### src/rtl/ddr3_loopback_tester.sv
// Pattern write/readback tester for the ddr3_memory_controller user port.
// All outputs registered; one word per cycle with continuous acks, and enables hold through stalls.
module ddr3_loopback_tester #(
  parameter int DQ_BITWIDTH = 8,
  parameter int ADDRESS_BITWIDTH = 15,
  parameter int BANK_ADDRESS_BITWIDTH = 3,
  parameter int NUM_OF_TEST_DATA = 4,
  parameter logic [BANK_ADDRESS_BITWIDTH+ADDRESS_BITWIDTH-1:0] START_ADDRESS = '0,
  parameter logic [DQ_BITWIDTH-1:0] LFSR_TAPS = 8'hB8,
  parameter logic [DQ_BITWIDTH-1:0] LFSR_SEED = {{(DQ_BITWIDTH-1){1'b0}}, 1'b1},
  parameter int ERR_CNT_BITWIDTH = 8
) (
  input  logic                                              clk,
  input  logic                                              resetn,
  input  logic                                              start,
  input  logic                                              abort,
  input  logic [1:0]                                        pattern_sel,
  input  logic                                              continuous,
  output logic                                              write_enable,
  output logic                                              read_enable,
  output logic [BANK_ADDRESS_BITWIDTH+ADDRESS_BITWIDTH-1:0] i_user_data_address,
  output logic [DQ_BITWIDTH-1:0]                            data_to_ram,
  input  logic                                              write_ack,
  input  logic                                              read_ack,
  input  logic                                              read_valid,
  input  logic [DQ_BITWIDTH-1:0]                            data_from_ram,
  output logic                                              busy,
  output logic                                              done,
  output logic                                              pass,
  output logic [ERR_CNT_BITWIDTH-1:0]                       error_count,
  output logic [BANK_ADDRESS_BITWIDTH+ADDRESS_BITWIDTH-1:0] first_error_address,
  output logic [ERR_CNT_BITWIDTH-1:0]                       pass_count
);

  localparam int AW = BANK_ADDRESS_BITWIDTH + ADDRESS_BITWIDTH;
  localparam int CW = $clog2(NUM_OF_TEST_DATA + 1);
  localparam logic [CW-1:0] N_LAST = CW'(NUM_OF_TEST_DATA - 1);
  localparam logic [CW-1:0] N_ALL  = CW'(NUM_OF_TEST_DATA);
  localparam logic [ERR_CNT_BITWIDTH-1:0] ERR_MAX = '1;
  localparam logic [DQ_BITWIDTH-1:0] D_ONE = {{(DQ_BITWIDTH-1){1'b0}}, 1'b1};

  typedef enum logic [1:0] {S_IDLE, S_WRITE, S_READ, S_DONE} state_t;

  state_t                      r_state, w_state_nxt;
  logic [1:0]                  r_mode;
  logic                        r_cont;
  logic [CW-1:0]               r_wr_cnt, r_rd_cnt, r_chk_cnt;
  logic [AW-1:0]               r_addr, r_first_addr;
  logic [DQ_BITWIDTH-1:0]      r_wgen, r_cgen;
  logic [ERR_CNT_BITWIDTH-1:0] r_err, r_pass_cnt, w_err_nxt;
  logic                        r_err_seen;
  logic                        r_we, r_re, r_busy, r_done, r_pass;
  logic                        w_we_nxt, w_re_nxt, w_busy_nxt, w_done_nxt, w_pass_nxt;
  logic                        w_start_acc, w_wr, w_rd, w_chk, w_mis;
  logic                        w_rd_done, w_chk_done, w_enter_wr;
  logic [1:0]                  w_mode_nxt;

  function automatic logic [DQ_BITWIDTH-1:0] f_word0(input logic [1:0] mode);
    logic [DQ_BITWIDTH-1:0] w;
    w = '0;
    case (mode)
      2'd1:    w = (LFSR_SEED == '0) ? D_ONE : LFSR_SEED;
      2'd2:    w = D_ONE;
      2'd3:    for (int i = 0; i < DQ_BITWIDTH; i++) w[i] = ~i[0];
      default: w = '0;
    endcase
    return w;
  endfunction

  // Each pattern's next word depends only on the current word, so one register per generator suffices.
  function automatic logic [DQ_BITWIDTH-1:0] f_next(input logic [1:0] mode,
                                                     input logic [DQ_BITWIDTH-1:0] d);
    logic [DQ_BITWIDTH-1:0] n;
    case (mode)
      2'd0:    n = d + D_ONE;
      2'd1:    n = (d >> 1) ^ (d[0] ? LFSR_TAPS : '0);
      2'd2:    n = {d[DQ_BITWIDTH-2:0], d[DQ_BITWIDTH-1]};
      default: n = ~d;
    endcase
    return n;
  endfunction

  assign w_start_acc = start && !abort && (r_state == S_IDLE || r_state == S_DONE);
  assign w_wr        = (r_state == S_WRITE) && write_ack && !abort;
  assign w_rd        = (r_state == S_READ) && read_ack && (r_rd_cnt != N_ALL) && !abort;
  assign w_chk       = (r_state == S_READ) && read_valid && (r_chk_cnt != N_ALL) && !abort;
  assign w_mis       = w_chk && (data_from_ram != r_cgen);
  assign w_rd_done   = (r_rd_cnt == N_ALL) || (w_rd && r_rd_cnt == N_LAST);
  assign w_chk_done  = (r_chk_cnt == N_ALL) || (w_chk && r_chk_cnt == N_LAST);
  assign w_err_nxt   = (w_mis && r_err != ERR_MAX) ? r_err + 1'b1 : r_err;
  assign w_enter_wr  = (w_state_nxt == S_WRITE) && (r_state != S_WRITE);
  assign w_mode_nxt  = w_start_acc ? pattern_sel : r_mode;

  always_ff @(posedge clk or negedge resetn) begin
    if (!resetn) r_state <= S_IDLE;
    else         r_state <= w_state_nxt;
  end

  always_comb begin
    w_state_nxt = r_state;
    if (abort) begin
      w_state_nxt = S_IDLE;
    end else begin
      case (r_state)
        S_IDLE:  if (start) w_state_nxt = S_WRITE;
        S_WRITE: if (w_wr && r_wr_cnt == N_LAST) w_state_nxt = S_READ;
        S_READ:  if (w_rd_done && w_chk_done) w_state_nxt = S_DONE;
        S_DONE:  if (start || r_cont) w_state_nxt = S_WRITE;
        default: w_state_nxt = S_IDLE;
      endcase
    end
  end

  // Output flags are derived from the next state so they can be registered without a cycle of lag.
  always_comb begin
    w_we_nxt   = (w_state_nxt == S_WRITE);
    w_re_nxt   = (w_state_nxt == S_READ) && !(r_state == S_READ && w_rd_done);
    w_busy_nxt = (w_state_nxt == S_WRITE) || (w_state_nxt == S_READ);
    w_done_nxt = (w_state_nxt == S_DONE);
    w_pass_nxt = w_done_nxt && (w_err_nxt == '0);
  end

  always_ff @(posedge clk or negedge resetn) begin
    if (!resetn) begin
      r_mode       <= 2'd0;
      r_cont       <= 1'b0;
      r_wr_cnt     <= '0;
      r_rd_cnt     <= '0;
      r_chk_cnt    <= '0;
      r_addr       <= START_ADDRESS;
      r_first_addr <= '0;
      r_wgen       <= '0;
      r_cgen       <= '0;
      r_err        <= '0;
      r_err_seen   <= 1'b0;
      r_pass_cnt   <= '0;
      r_we         <= 1'b0;
      r_re         <= 1'b0;
      r_busy       <= 1'b0;
      r_done       <= 1'b0;
      r_pass       <= 1'b0;
    end else begin
      r_we   <= w_we_nxt;
      r_re   <= w_re_nxt;
      r_busy <= w_busy_nxt;
      r_done <= w_done_nxt;
      r_pass <= w_pass_nxt;
      if (w_start_acc) begin
        r_mode <= pattern_sel;
        r_cont <= continuous;
      end
      if (w_enter_wr) begin
        r_wr_cnt     <= '0;
        r_rd_cnt     <= '0;
        r_chk_cnt    <= '0;
        r_err        <= '0;
        r_first_addr <= '0;
        r_err_seen   <= 1'b0;
        r_wgen       <= f_word0(w_mode_nxt);
        r_cgen       <= f_word0(w_mode_nxt);
        r_addr       <= START_ADDRESS;
      end else begin
        if (w_wr) begin
          r_wr_cnt <= r_wr_cnt + 1'b1;
          r_wgen   <= f_next(r_mode, r_wgen);
          r_addr   <= (r_wr_cnt == N_LAST) ? START_ADDRESS : r_addr + 1'b1;
        end
        if (w_rd) begin
          r_rd_cnt <= r_rd_cnt + 1'b1;
          r_addr   <= r_addr + 1'b1;
        end
        if (w_chk) begin
          r_chk_cnt <= r_chk_cnt + 1'b1;
          r_cgen    <= f_next(r_mode, r_cgen);
          r_err     <= w_err_nxt;
          if (w_mis && !r_err_seen) begin
            r_first_addr <= START_ADDRESS + AW'(r_chk_cnt);
            r_err_seen   <= 1'b1;
          end
        end
      end
      if (w_state_nxt == S_DONE && r_state != S_DONE) r_pass_cnt <= r_pass_cnt + 1'b1;
    end
  end

  assign write_enable        = r_we;
  assign read_enable         = r_re;
  assign i_user_data_address = r_addr;
  assign data_to_ram         = r_wgen;
  assign busy                = r_busy;
  assign done                = r_done;
  assign pass                = r_pass;
  assign error_count         = r_err;
  assign first_error_address = r_first_addr;
  assign pass_count          = r_pass_cnt;

endmodule
### config.mk
export PLATFORM = sky130hd
export DESIGN_NAME = ddr3_loopback_tester
export DESIGN_NICKNAME = d
export VERILOG_FILES = /design/src/rtl/ddr3_loopback_tester.sv
export SDC_FILE = /design/constraint.sdc
export NUM_CORES = 1
export LEC_CHECK = 0
export CAP_MARGIN = 20
export CORE_ASPECT_RATIO = 2
export CORE_MARGIN = 2
export CORE_UTILIZATION = 53
export CTS_BUF_LIST = sky130_fd_sc_hd__clkbuf_16
export DETAILED_ROUTE_END_ITERATION = 10
export GPL_ROUTABILITY_DRIVEN = 0
export PLACE_DENSITY = 0.84
export SLEW_MARGIN = 20
export SYNTH_ARGS = -nofsm -noshare
export SYNTH_HDL_FRONTEND = slang
export SYNTH_SLANG_ARGS = --single-unit
### constraint.sdc
create_clock -name clk -period 3.55 [get_ports clk]
set_input_delay 0.355 -clock clk [delete_from_list [all_inputs] [get_ports clk]]
set_output_delay 0.355 -clock clk [all_outputs]
set_load 0.005 [all_outputs]
After elaboration in Yosys (flattened, before gate mapping)
Index checks and enable logic that the tools add are counted.
{"block": "op_classes", "n_addsub": 8, "reduce_logical": 40, "shift": 0, "n_mux": 35, "n_lt_le_gt_ge": 0, "n_div": 0, "bitwise": 4, "n_eq_ne": 22, "n_mul": 0}
{"op": "$mux 18", "count": 7}
{"op": "$mux 8", "count": 9}
{"op": "$pmux 8 s3", "count": 2}
{"op": "$add 8x1->8 const B", "count": 4}
{"op": "$logic_and 1x1->1", "count": 22}
{"op": "$add 18x1->18 const B", "count": 1}
{"op": "$mux 3", "count": 6}
{"op": "$not 8->8", "count": 2}
{"op": "$xor 7x8->8", "count": 2}
{"op": "$eq 2x2->1 const B", "count": 7}
{"op": "$pmux 7 s2", "count": 1}
{"op": "$mux 2", "count": 6}
{"op": "$add 3x1->3 const B", "count": 3}
{"op": "$eq 3x2->1 const B", "count": 3}
{"op": "$eq 2x1->1 const B", "count": 4}
{"op": "$logic_not 8->1", "count": 1}
{"op": "$ne 8x8->1", "count": 1}
{"op": "$ne 8x8->1 const B", "count": 1}
{"op": "$pmux 2 s4", "count": 1}
{"op": "$reduce_bool 2->1", "count": 4}
{"op": "$eq 3x3->1 const B", "count": 2}
{"op": "$ne 3x3->1 const B", "count": 2}
{"op": "$logic_or 1x1->1", "count": 5}
{"op": "$logic_not 2->1", "count": 2}
{"op": "7 further kinds", "count": 11}
{"block": "word_totals", "rom_bits": 0, "n_memories": 0, "register_bits": 88, "ramBits": 0, "elab_cells": 127, "in_bits": 18, "latch_bits": 0, "output_inout_bits": 65}

Depth between registers and ports, before layout
Gate-level depths: netlist of the first run.
{"block": "logic_depth", "depth_word": 14, "ltp_mapped": 17, "mapped_depth_nobuf": 15}

Worst setup path before layout of the first run
Ideal clock, no wire load.
{"block": "synth_path", "path_kind": "register to register", "start": "register r_state[1]", "end": "register r_addr[9], in the netlist i_user_data_address[9]", "stages_incl_launch_ff": 18, "setup_time_ns": 0.132, "required_ns": 3.418, "setup_slack_ns": 0.469, "path_buffers": 2, "period_less_slack_ns": 3.081, "arrival_ns": 2.949, "cell_sequence": "dfrtp_1 > inv_1 > ha_1 > and3b_1 > buf_6 > nand2_1 > a21oi_1 > a21oi_1 > nor3_1 > nor3_1 > ha_1 > nor2b_1 > clkbuf_1 > a311oi_4 > nor3_2 > and3_1 > xnor2_1 > nor2_1"}
{"block": "synth_via", "elab_chain_cells": 13, "word_cells_on_any_way": 30, "classes_between": "eq/ne: 5; mux: 8; reduce/logical: 17"}
{"element": "start: declaration", "line_no": "44", "source": "state_t r_state, w_state_nxt;"}
{"element": "start signal: assignment", "line_no": "96", "source": "else r_state <= w_state_nxt;"}
{"element": "$eq 2x2->1", "line_no": "85, 86, 104"}
{"element": "$logic_and 1x1->1 (on tied branches) (3 in a row)", "line_no": "85, 86"}
{"element": "$logic_and 1x1->1 (on tied branches)", "line_no": "88, 89"}
{"element": "$logic_or 1x1->1 (on tied branches)", "line_no": "88, 89"}
{"element": "$logic_and 1x1->1", "line_no": "107", "source": "S_READ: if (w_rd_done && w_chk_done) w_state_nxt = S_DONE;"}
{"element": "$mux 2", "line_no": "107"}
{"element": "$pmux 2 s4 *", "line_no": "104", "source": "case (r_state)"}
{"element": "$mux 2 *", "line_no": "101", "source": "if (abort) begin"}
{"element": "named net w_state_nxt[0]", "line_no": "44"}
{"element": "$eq 2x1->1 *"}
{"element": "named net w_we_nxt", "line_no": "53", "source": "logic w_we_nxt, w_re_nxt, w_busy_nxt, w_done_nxt, w_pass_nxt;"}
{"element": "$logic_and 1x1->1 *", "line_no": "91", "source": "assign w_enter_wr = (w_state_nxt == S_WRITE) && (r_state != S_WRITE);"}
{"element": "$reduce_bool 3->1 (no source line) / $mux 18 (equally long branches)"}
{"element": "end signal: assignment", "line_no": "166", "source": "r_addr <= (r_wr_cnt == N_LAST) ? START_ADDRESS : r_addr + 1'b1;"}
{"element": "end signal: assignment", "line_no": "170", "source": "r_addr <= r_addr + 1'b1;"}
{"element": "end: declaration", "line_no": "48", "source": "logic [AW-1:0] r_addr, r_first_addr;"}
The timed path passes the listed nets; every way through them passes the cells marked *.
A chain may end at the register's enable or synchronous reset.

Worst setup path after layout of the first run
Ends and elaborated chain as after synthesis.

==> results.toml, run 1 <==
[global_routing]
track_usage_pct = 22.3
grt_max_degree = 48
grt.overflow.total = 0
antenna_found_initial = 0
grt_pass1_wl_mm = 17.0
first_global_vias = 3735

[die]
fp.dieArea_um2 = 9530
die_w_um = 70.0
fp.coreArea_um2 = 8530
io_pins = 83
die_y_um = 136
start_util_pct = 54.2
row_count = 48

[timing]
drv_slew = 0
fin_setup_tns_ps = 0
finalSetupViolations = 0
tightest_slew_ps = 692
hold_violations = 0
fmax_mhz = 300
period_minus_slack_ps = 3330
fin_worst_skew_ps = 5.41
slew_headroom_pct = 53.5
hold_ws_ps = 18.6
fin_crit_sh_pct = 93.8
rsz0062_at_grt = "no"

[logic_synthesis]
netlist_instances = 500
yosys_warnings = 0
yosys-top-cells-count = "dfrtp_1, nor2_1, nand2_1"
synthDominantCellAreaShare_pct = 39.5
synth_edf_count = 0
yosys.area.top_type = "dfrtp_1"
synth_top_family_by_area = "simple AND/OR/NAND/NOR gates"
synth-seq-cells = 73
synth_mux_area_share_pct = 5.58
synth.top_cells.by_area = "dfrtp_1, ha_1, xor2_1"
synthAdderAreaFrac_pct = 5.68
yosysSeqAreaShare_pct = 39.5
ys_types = 60
synth_compound_area_share_pct = 13.4
syn_area_um2 = 4620
syn_avg_cell_area_um2 = 9.24
yosys.area_share.simple_pct = 19.2
yosys.cell_count.top_type = "dfrtp_1"
synthFlopType = "dfrtp_1"
synth-xor-area-share_pct = 9.10
async_flop_share_pct = 100

[placement]
hpwl_mm = 7.42
place_area_um2 = 5280
port_buffers = 67

[critical_path]
crit_end = "i_user_data_address[9]$_DFFE_PN0P_"
worst-r2r-cell-count = 15
crit_family = "simple AND/OR/NAND/NOR gates"
ff2ff_setup_slack_ps = 220
crit_slowest_cell = "dfrtp_1"
critPathLaunchType = "register"
worst_setup_path_end_kind = "register"
worstPathBufferInverterCount = 1
path_cells = "inv_1 > ha_1 > and3b_1 > nand2_1 > a21oi_1 > a21oi_1 > nor3_1 > nor3_2 > ha_1 > nor2b_2 > a311oi_4 > nor3_4 > and3_1 > xnor2_1 > nor2_1"
path_class = "register to register"
critical_path_arrival_ps = 3520
timing.rr.start = "r_state[1]$_DFF_PN0_"
cp_max_fo = 6
cp_data_required_time_ps = 3740
crit_cells = 15
rr_endpoint = "i_user_data_address[9]$_DFFE_PN0P_"
worst_path_largest_cell_delay_ps = 430
critPathLaunch = "r_state[1]$_DFF_PN0_"

[detailed_routing]
routedWlPerCell_um = 15.7
finalWirelength_mm = 10.3
drtIter0Drc = 299
post-route-drc-count = 0
vias_per_cell = 5.82
postRouteAntennaNets = 0
drt-pass1-iter-count = 5
vias = 3838

[power_and_ir_drop]
p_int_mw = 1.71
p_leak_nw = 2.46
ir_drop_uv = 316
p_comb_share_pct = 26.2
p_sw_mw = 0.793
power_density_nw_per_um2 = 452
power.share.sequential_pct = 43.1
clock_power_share_pct = 30.8
p_sw_share_pct = 31.7

[clocking]
postCtsSetupRepairBufs = 0
cts_buffers = 9
cts_sinks = 73
clkLatencyLatePin_ps = 340
root_buffer = "clkbuf_16"
cts_tree = "yes"
clk_pin_slew_ps = 50
clock_path_buffers = 2
h-tree-depth = 3

[cells_and_area]
nets = 596
drive_gt1_share_pct = 6.96
area_growth_pct = 20.0
stdcell_area_um2 = 5550
antennaDiodeCount = 0

[run_status]
outcome = "complete, no violations"

[min_path]
hp-class = "input port to asynchronous set/reset pin"

[run]
max-cap-violations = 0
registers in the layout, summed over array words and instances, names as in the netlist, 2 cells and up:
| signal | cells |
|---|---|
| r_state | 2 |
| r_chk_cnt | 3 |
| error_count | 8 |
| first_error_address | 3 |
| r_wr_cnt | 3 |
| r_cgen | 8 |
| r_rd_cnt | 3 |
| pass_count | 8 |
| data_to_ram | 8 |
| i_user_data_address | 18 |
| r_mode | 2 |
metrics by stage:
step | worst slack (ps) | cells | power (mW) | util (%)
2_1_floorplan | 469 | 514 | 1.52 | -
3_3_place_gp | 249 | 646 | 1.71 | 61.9
3_5_place_dp | 130 | 646 | 1.74 | 61.9
4_1_cts | 201 | 660 | 2.51 | 64.8
5_1_grt | 8.70 | 660 | 2.64 | 65.0
6_report | 219 | 660 | 2.50 | 65.0
cells by family after synthesis:
group | count (synthesis)
xor gates and xnor gates | 48
other | 1
adders and majority gates | 21
AOI/OAI and AO/OA | 99
DFF | 73
muxes | 18
and+or+nand+nor | 174
buffers and inverters | 66
cell usage in the layout (no fill, tap or decap), types with 16 or more instances in the layout:
master	n
a21oi_1	27
clkdlybuf4s50_1	66
dfrtp_1	73
ha_1	21
inv_1	23
nand2_1	45
nand3_1	17
nor2_1	48
o21ai_0	16
o21ai_1	20
xnor2_1	18
xor2_1	30
per-layer routing:
| metal | routed length (um) | track usage, % | up-vias |
|---|---|---|---|
| met1 | 3980 | 24.6 | 1871 |
| met3 | 435 | 3.93 | 24 |
| met4 | 259 | 9.83 | 0 |
| met2 | 5650 | 41.3 | 120 |
| met5 | 0 | 0 | - |
| li1 | - | - | 1823 |
area by class of cell:
| cell class | count | area, um^2 |
|---|---|---|
| Timing Repair Buffer | 78 | 751 |
| Tap cell | 100 | 125 |
| Clock buffer | 9 | 225 |
| Inverter | 20 | 75.1 |
| Clock inverter | 5 | 18.8 |
| Fill cell | 686 | 2980 |
| Sequential cell | 73 | 1830 |
| Multi-Input combinational cell | 375 | 2520 |
power groups by stage:
stage / Clock (mW) / Sequential, mW / Combinational, mW
after detailed placement: 0 / 1.09 / 0.651
after CTS: 0.781 / 1.08 / 0.656
after floorplan: 0 / 0.991 / 0.528
after global routing: 0.818 / 1.09 / 0.730
after global placement: 0 / 1.09 / 0.626
final: 0.771 / 1.08 / 0.655
worst min-delay path by stage:
stage | to | slack, ps
2_1_floorplan | busy$_DFF_PN0_ | 60
3_3_place_gp | pass_count[7]$_DFFE_PN0P_ | 460
3_5_place_dp | pass_count[7]$_DFFE_PN0P_ | 470
4_1_cts | r_cgen[3]$_DFFE_PN0P_ | 250
5_1_grt | r_cgen[3]$_DFFE_PN0P_ | 80
6_report | r_cgen[3]$_DFFE_PN0P_ | 20
worst reg2reg max path, delay by kind of cell, from the launching register on:
kind                       cells  cell delay [ps]
and+or+nand+nor                8             1280
AOI/OAI and AO/OA              3              650
adders and majority gates      2              530
DFF                            1              430
xor gates and xnor gates       1              140
buffers and inverters          1              130
timing repair:
item,4_1_cts,5_1_grt
setup endpoints to repair,0,8
gates resized for setup,0,3
hold buffers,0,0
Note: power is estimated with default switching activity, not from simulation.
==> run 2, diff against run 1 <==
--- a/config.mk
+++ b/config.mk
@@ -7,9 +7,9 @@
 export LEC_CHECK = 0
 export CAP_MARGIN = 20
 export CORE_ASPECT_RATIO = 2
-export CORE_MARGIN = 2
 export CORE_UTILIZATION = 53
 export CTS_BUF_LIST = sky130_fd_sc_hd__clkbuf_16
+export CTS_CLUSTER_DIAMETER = 60
 export DETAILED_ROUTE_END_ITERATION = 10
 export GPL_ROUTABILITY_DRIVEN = 0
 export PLACE_DENSITY = 0.84
==> results.toml, run 2 (synthesis gave the netlist of run 1 again) <==
[cells_and_area]
drive_gt1_share_pct = 7.13
nets = 595
final_cell_mix = "dfrtp_1, clkdlybuf4s50_1, nor2_1"
largest_reg_flops = 18
area_growth_pct = 20.4
final_common_cell = "dfrtp_1"
antennaDiodeCount = 0

[clocking]
postCtsSetupRepairBufs = 0
clk_pin_slew_ps = 60
cts_sinks = 73
root_buffer = "clkbuf_16"
ctsHoldBuffers = 0
cts_tree = "yes"
cts_buffers = 9
clock_path_buffers = 2
clkLatencyLatePin_ps = 340
h-tree-depth = 3

[detailed_routing]
vias = 3798
drtIter0Drc = 200
drt-pass1-iter-count = 4
finalWirelength_mm = 10.3
postRouteAntennaNets = 0
vias_per_cell = 5.76
routedWlPerCell_um = 15.6
post-route-drc-count = 0

[global_routing]
track_usage_pct = 24.6
grt.overflow.total = 0
first_global_vias = 3851
grt_pass1_wl_mm = 17.1
antenna_found_initial = 0
grt_max_degree = 48

[critical_path]
ff2ff_setup_slack_ps = 310
worst_path_largest_cell_delay_ps = 420
critPathLaunch = "r_state[0]$_DFF_PN0_"
rr_endpoint = "i_user_data_address[10]$_DFFE_PN0P_"
critPathLaunchType = "register"
timing.rr.start = "r_state[0]$_DFF_PN0_"
path_cells = "inv_1 > ha_1 > and3b_1 > a22o_1 > nand3_1 > a21oi_1 > nor3_1 > nor3_2 > ha_1 > nor2b_2 > a311oi_4 > nor3_2 > nand4_1 > xor2_1 > nor2_1"
worst_setup_path_end_kind = "register"
worst-r2r-cell-count = 15
crit_slowest_cell = "dfrtp_1"
cp_data_required_time_ps = 3750
cp_max_fo = 5
critical_path_arrival_ps = 3440
path_class = "register to register"

[timing]
fin_worst_skew_ps = 5.22
fmax_mhz = 309
period_minus_slack_ps = 3240
tightest_slew_ps = 693
drv_slew = 0
finalSetupViolations = 0
rsz0062_at_grt = "no"
fin_setup_tns_ps = 0
fin_crit_sh_pct = 91.2
slew_headroom_pct = 53.5
hold_violations = 0

[die]
row_count = 47
io_pins = 83
start_util_pct = 55.3
fp.dieArea_um2 = 9120
fp.coreArea_um2 = 8350
die_y_um = 134
die_w_um = 68.0

[power_and_ir_drop]
ir_drop_uv = 363
power_density_nw_per_um2 = 467
p_leak_nw = 2.46
total_power_mw = 2.60

[min_path]
hp-class = "input port to asynchronous set/reset pin"

[run]
max-cap-violations = 0

[run_status]
outcome = "complete, no violations"

[placement]
port_buffers = 67
hpwl_mm = 7.46
==> run 2: cell count changes in the layout (fill, tap and decap cells not counted), sizes merged <==
cell / delta
bufinv: +1
clkinv: +2
inv: -1
buf: -1
==> run 2: worst max path at each step <==
stage                                           to  cells past startpoint
2_1_floorplan   i_user_data_address[9]$_DFFE_PN0P_                     17
3_3_place_gp    i_user_data_address[9]$_DFFE_PN0P_                     14
3_5_place_dp   i_user_data_address[15]$_DFFE_PN0P_                     14
4_1_cts        i_user_data_address[15]$_DFFE_PN0P_                     15
5_1_grt        i_user_data_address[10]$_DFFE_PN0P_                     15
6_report       i_user_data_address[10]$_DFFE_PN0P_                     15
==> run 2: critical path, delay by kind of cell (launching register included) <==
kind            cells  cell delay (ps)
fa+ha+maj           2              490
compound gates      3              420
xor+xnor            1              160
flops               1              420
simple gates        8             1460
buf+inv             1              140
==> run 2: layout make-up <==
type | instances | area (um^2)
clock buffers | 9 | 225
clock inverters | 7 | 53.8
fillers | 670 | 2790
inverters | 20 | 75.1
multi-input cells | 375 | 2520
flip-flops and latches | 73 | 1830
well taps | 98 | 123
repair buffers | 77 | 743
==> run 2: through the flow <==
step / hold WS (ps) / std cells / util (%) / instance area [um^2] / setup WS [ps]
global route: 72.5 / 659 / 66.6 / 5560 / 12.2
finish: 23.4 / 659 / 66.6 / 5560 / 312
global placement: 461 / 643 / 63.1 / 5270 / 269
CTS: 234 / 659 / 66.5 / 5550 / 117
floorplan: 59.4 / 514 / - / 4670 / 469
detailed placement: 462 / 643 / 63.1 / 5270 / 65.3
==> run 2: layer usage <==
metal	share of wire, %	wire [um]	vias up	GRT usage (%)
li1	-	-	1827	-
met5	0	0	-	0
met2	55	5600	104	42.9
met3	4.0	412	27	5.10
met1	38	3940	1840	26.8
met4	3.0	313	0	12.2
==> run 2: power breakdown <==
part | internal [mW] | total [mW] | switching (mW)
Combinational | 0.351 | 0.644 | 0.293
Clock | 0.530 | 0.862 | 0.333
Sequential | 0.909 | 1.09 | 0.183
Total | 1.79 | 2.60 | 0.809
==> run 2: timing repair <==
action	4_1_cts	5_1_grt
resized for setup	0	2
endpoints found under the hold margin	0	0
endpoints found under the setup margin	0	10
==> run 3, diff against run 2 <==
--- a/config.mk
+++ b/config.mk
@@ -10,9 +10,12 @@
 export CORE_UTILIZATION = 53
 export CTS_BUF_LIST = sky130_fd_sc_hd__clkbuf_16
 export CTS_CLUSTER_DIAMETER = 60
+export CTS_CLUSTER_SIZE = 20
 export DETAILED_ROUTE_END_ITERATION = 10
 export GPL_ROUTABILITY_DRIVEN = 0
+export HOLD_SLACK_MARGIN = 0.05
 export PLACE_DENSITY = 0.84
+export RECOVER_POWER = 50
 export SLEW_MARGIN = 20
 export SYNTH_ARGS = -nofsm -noshare
 export SYNTH_HDL_FRONTEND = slang
==> results.toml, run 3 (synthesis gave the netlist of run 1 again) <==
[clocking]
clk_pin_slew_ps = 60
cts_sinks = 73
h-tree-depth = 3
ctsHoldBuffers = 0
cts_buffers = 9
clock_path_buffers = 2
clkLatencyLatePin_ps = 340
root_buffer = "clkbuf_16"
cts_tree = "yes"

[detailed_routing]
vias = 3795
drt-pass1-iter-count = 4
postRouteAntennaNets = 0
finalWirelength_mm = 10.2
routedWlPerCell_um = 15.5
drtIter0Drc = 212
vias_per_cell = 5.76
post-route-drc-count = 0

[cells_and_area]
final_cell_mix = "dfrtp_1, nor2_1, nand2_1"
final_cells = 659
finish.utilization_pct = 66.5
stdcell_area_um2 = 5550
largest_reg_flops = 18
nets = 595
antennaDiodeCount = 0
drive_gt1_share_pct = 6.77
area_growth_pct = 20.1
final_common_cell = "dfrtp_1"

[critical_path]
critPathLaunchType = "register"
cp_data_required_time_ps = 3750
path_class = "register to register"
worst_setup_path_end_kind = "register"
cp_max_fo = 5
critical_path_arrival_ps = 3440

[global_routing]
track_usage_pct = 24.6
grt_max_degree = 48
first_global_vias = 3851
antenna_found_initial = 0
grt_pass1_wl_mm = 17.1
grt.overflow.total = 0

[die]
die_y_um = 134
die_w_um = 68.0
row_count = 47
start_util_pct = 55.3
fp.dieArea_um2 = 9120
fp.coreArea_um2 = 8350
io_pins = 83

[timing]
tightest_slew_ps = 2460
hold_violations = 0
rsz0062_at_grt = "no"
setup_ws_ps = 311
slew_headroom_pct = -63.8
drv_slew = 48
fin_setup_tns_ps = 0
fin_crit_sh_pct = 91.2
fmax_mhz = 309
period_minus_slack_ps = 3240
finalSetupViolations = 0
hold_ws_ps = 464
fin_worst_skew_ps = 5.23

[run_status]
violations = "capacitance limit, slew limit"
outcome = "finished with violations"

[min_path]
hp-class = "register to register"

[power_and_ir_drop]
p_leak_nw = 2.53
total_power_mw = 2.59
power_density_nw_per_um2 = 467
ir_drop_uv = 363

[placement]
place_ws_ps = 65.3
place_area_um2 = 5270
placed_cells = 643
port_buffers = 67
hpwl_mm = 7.46

[run]
max-cap-violations = 1
-- run 3: cell type report --
class | count | area, um^2
fillers | 672 | 2800
multi-input cells | 375 | 2510
flip-flops and latches | 73 | 1830
repair buffers | 77 | 737
clock buffers | 9 | 225
well taps | 98 | 123
inverters | 20 | 75.1
clock inverters | 7 | 53.8
-- run 3: critical path: stages (launching register included) --
cell,delay [ps]
dfrtp_1,420
inv_1,140
ha_1,260
and3b_1,240
a22o_1,160
nand3_1,80
a21oi_1,170
nor3_1,90
nor3_2,230
ha_1,230
nor2b_2,270
a311oi_4,100
nor3_2,340
nand4_1,160
xor2_1,160
nor2_1,50
-- run 3: metal layers --
metal | vias to the layer above | global-route usage [%] | routed length (um)
li1 | 1827 | - | -
met1 | 1845 | 26.8 | 3910
met2 | 102 | 42.9 | 5660
met3 | 21 | 5.10 | 388
met4 | 0 | 12.2 | 269
met5 | - | 0 | 0
-- run 3: power breakdown --
| part | internal (mW) | switching [mW] |
|---|---|---|
| clock | 0.530 | 0.331 |
| sequential | 0.909 | 0.181 |
| combinational | 0.348 | 0.292 |
| total | 1.79 | 0.804 |
-- run 3: path summary, 6_finish.rpt --
path | endpoint | slack, ps | cells after the start | from
min in group asynchronous | r_cgen[3]$_DFFE_PN0P_ | 780 | 1 | resetn
max reg2reg | i_user_data_address[10]$_DFFE_PN0P_ | 310 | 15 | r_state[0]$_DFF_PN0_
max in group asynchronous | i_user_data_address[5]$_DFFE_PN0P_ | 1060 | 2 | resetn
min reg2reg | pass_count[7]$_DFFE_PN0P_ | 460 | 1 | pass_count[7]$_DFFE_PN0P_
max | i_user_data_address[10]$_DFFE_PN0P_ | 310 | 15 | r_state[0]$_DFF_PN0_
min | pass_count[7]$_DFFE_PN0P_ | 460 | 1 | pass_count[7]$_DFFE_PN0P_
-- run 3: repair_timing --
action	4_1_cts	5_1_grt
setup buffers	0	0
setup endpoints to repair	0	10
gates resized for setup	0	2
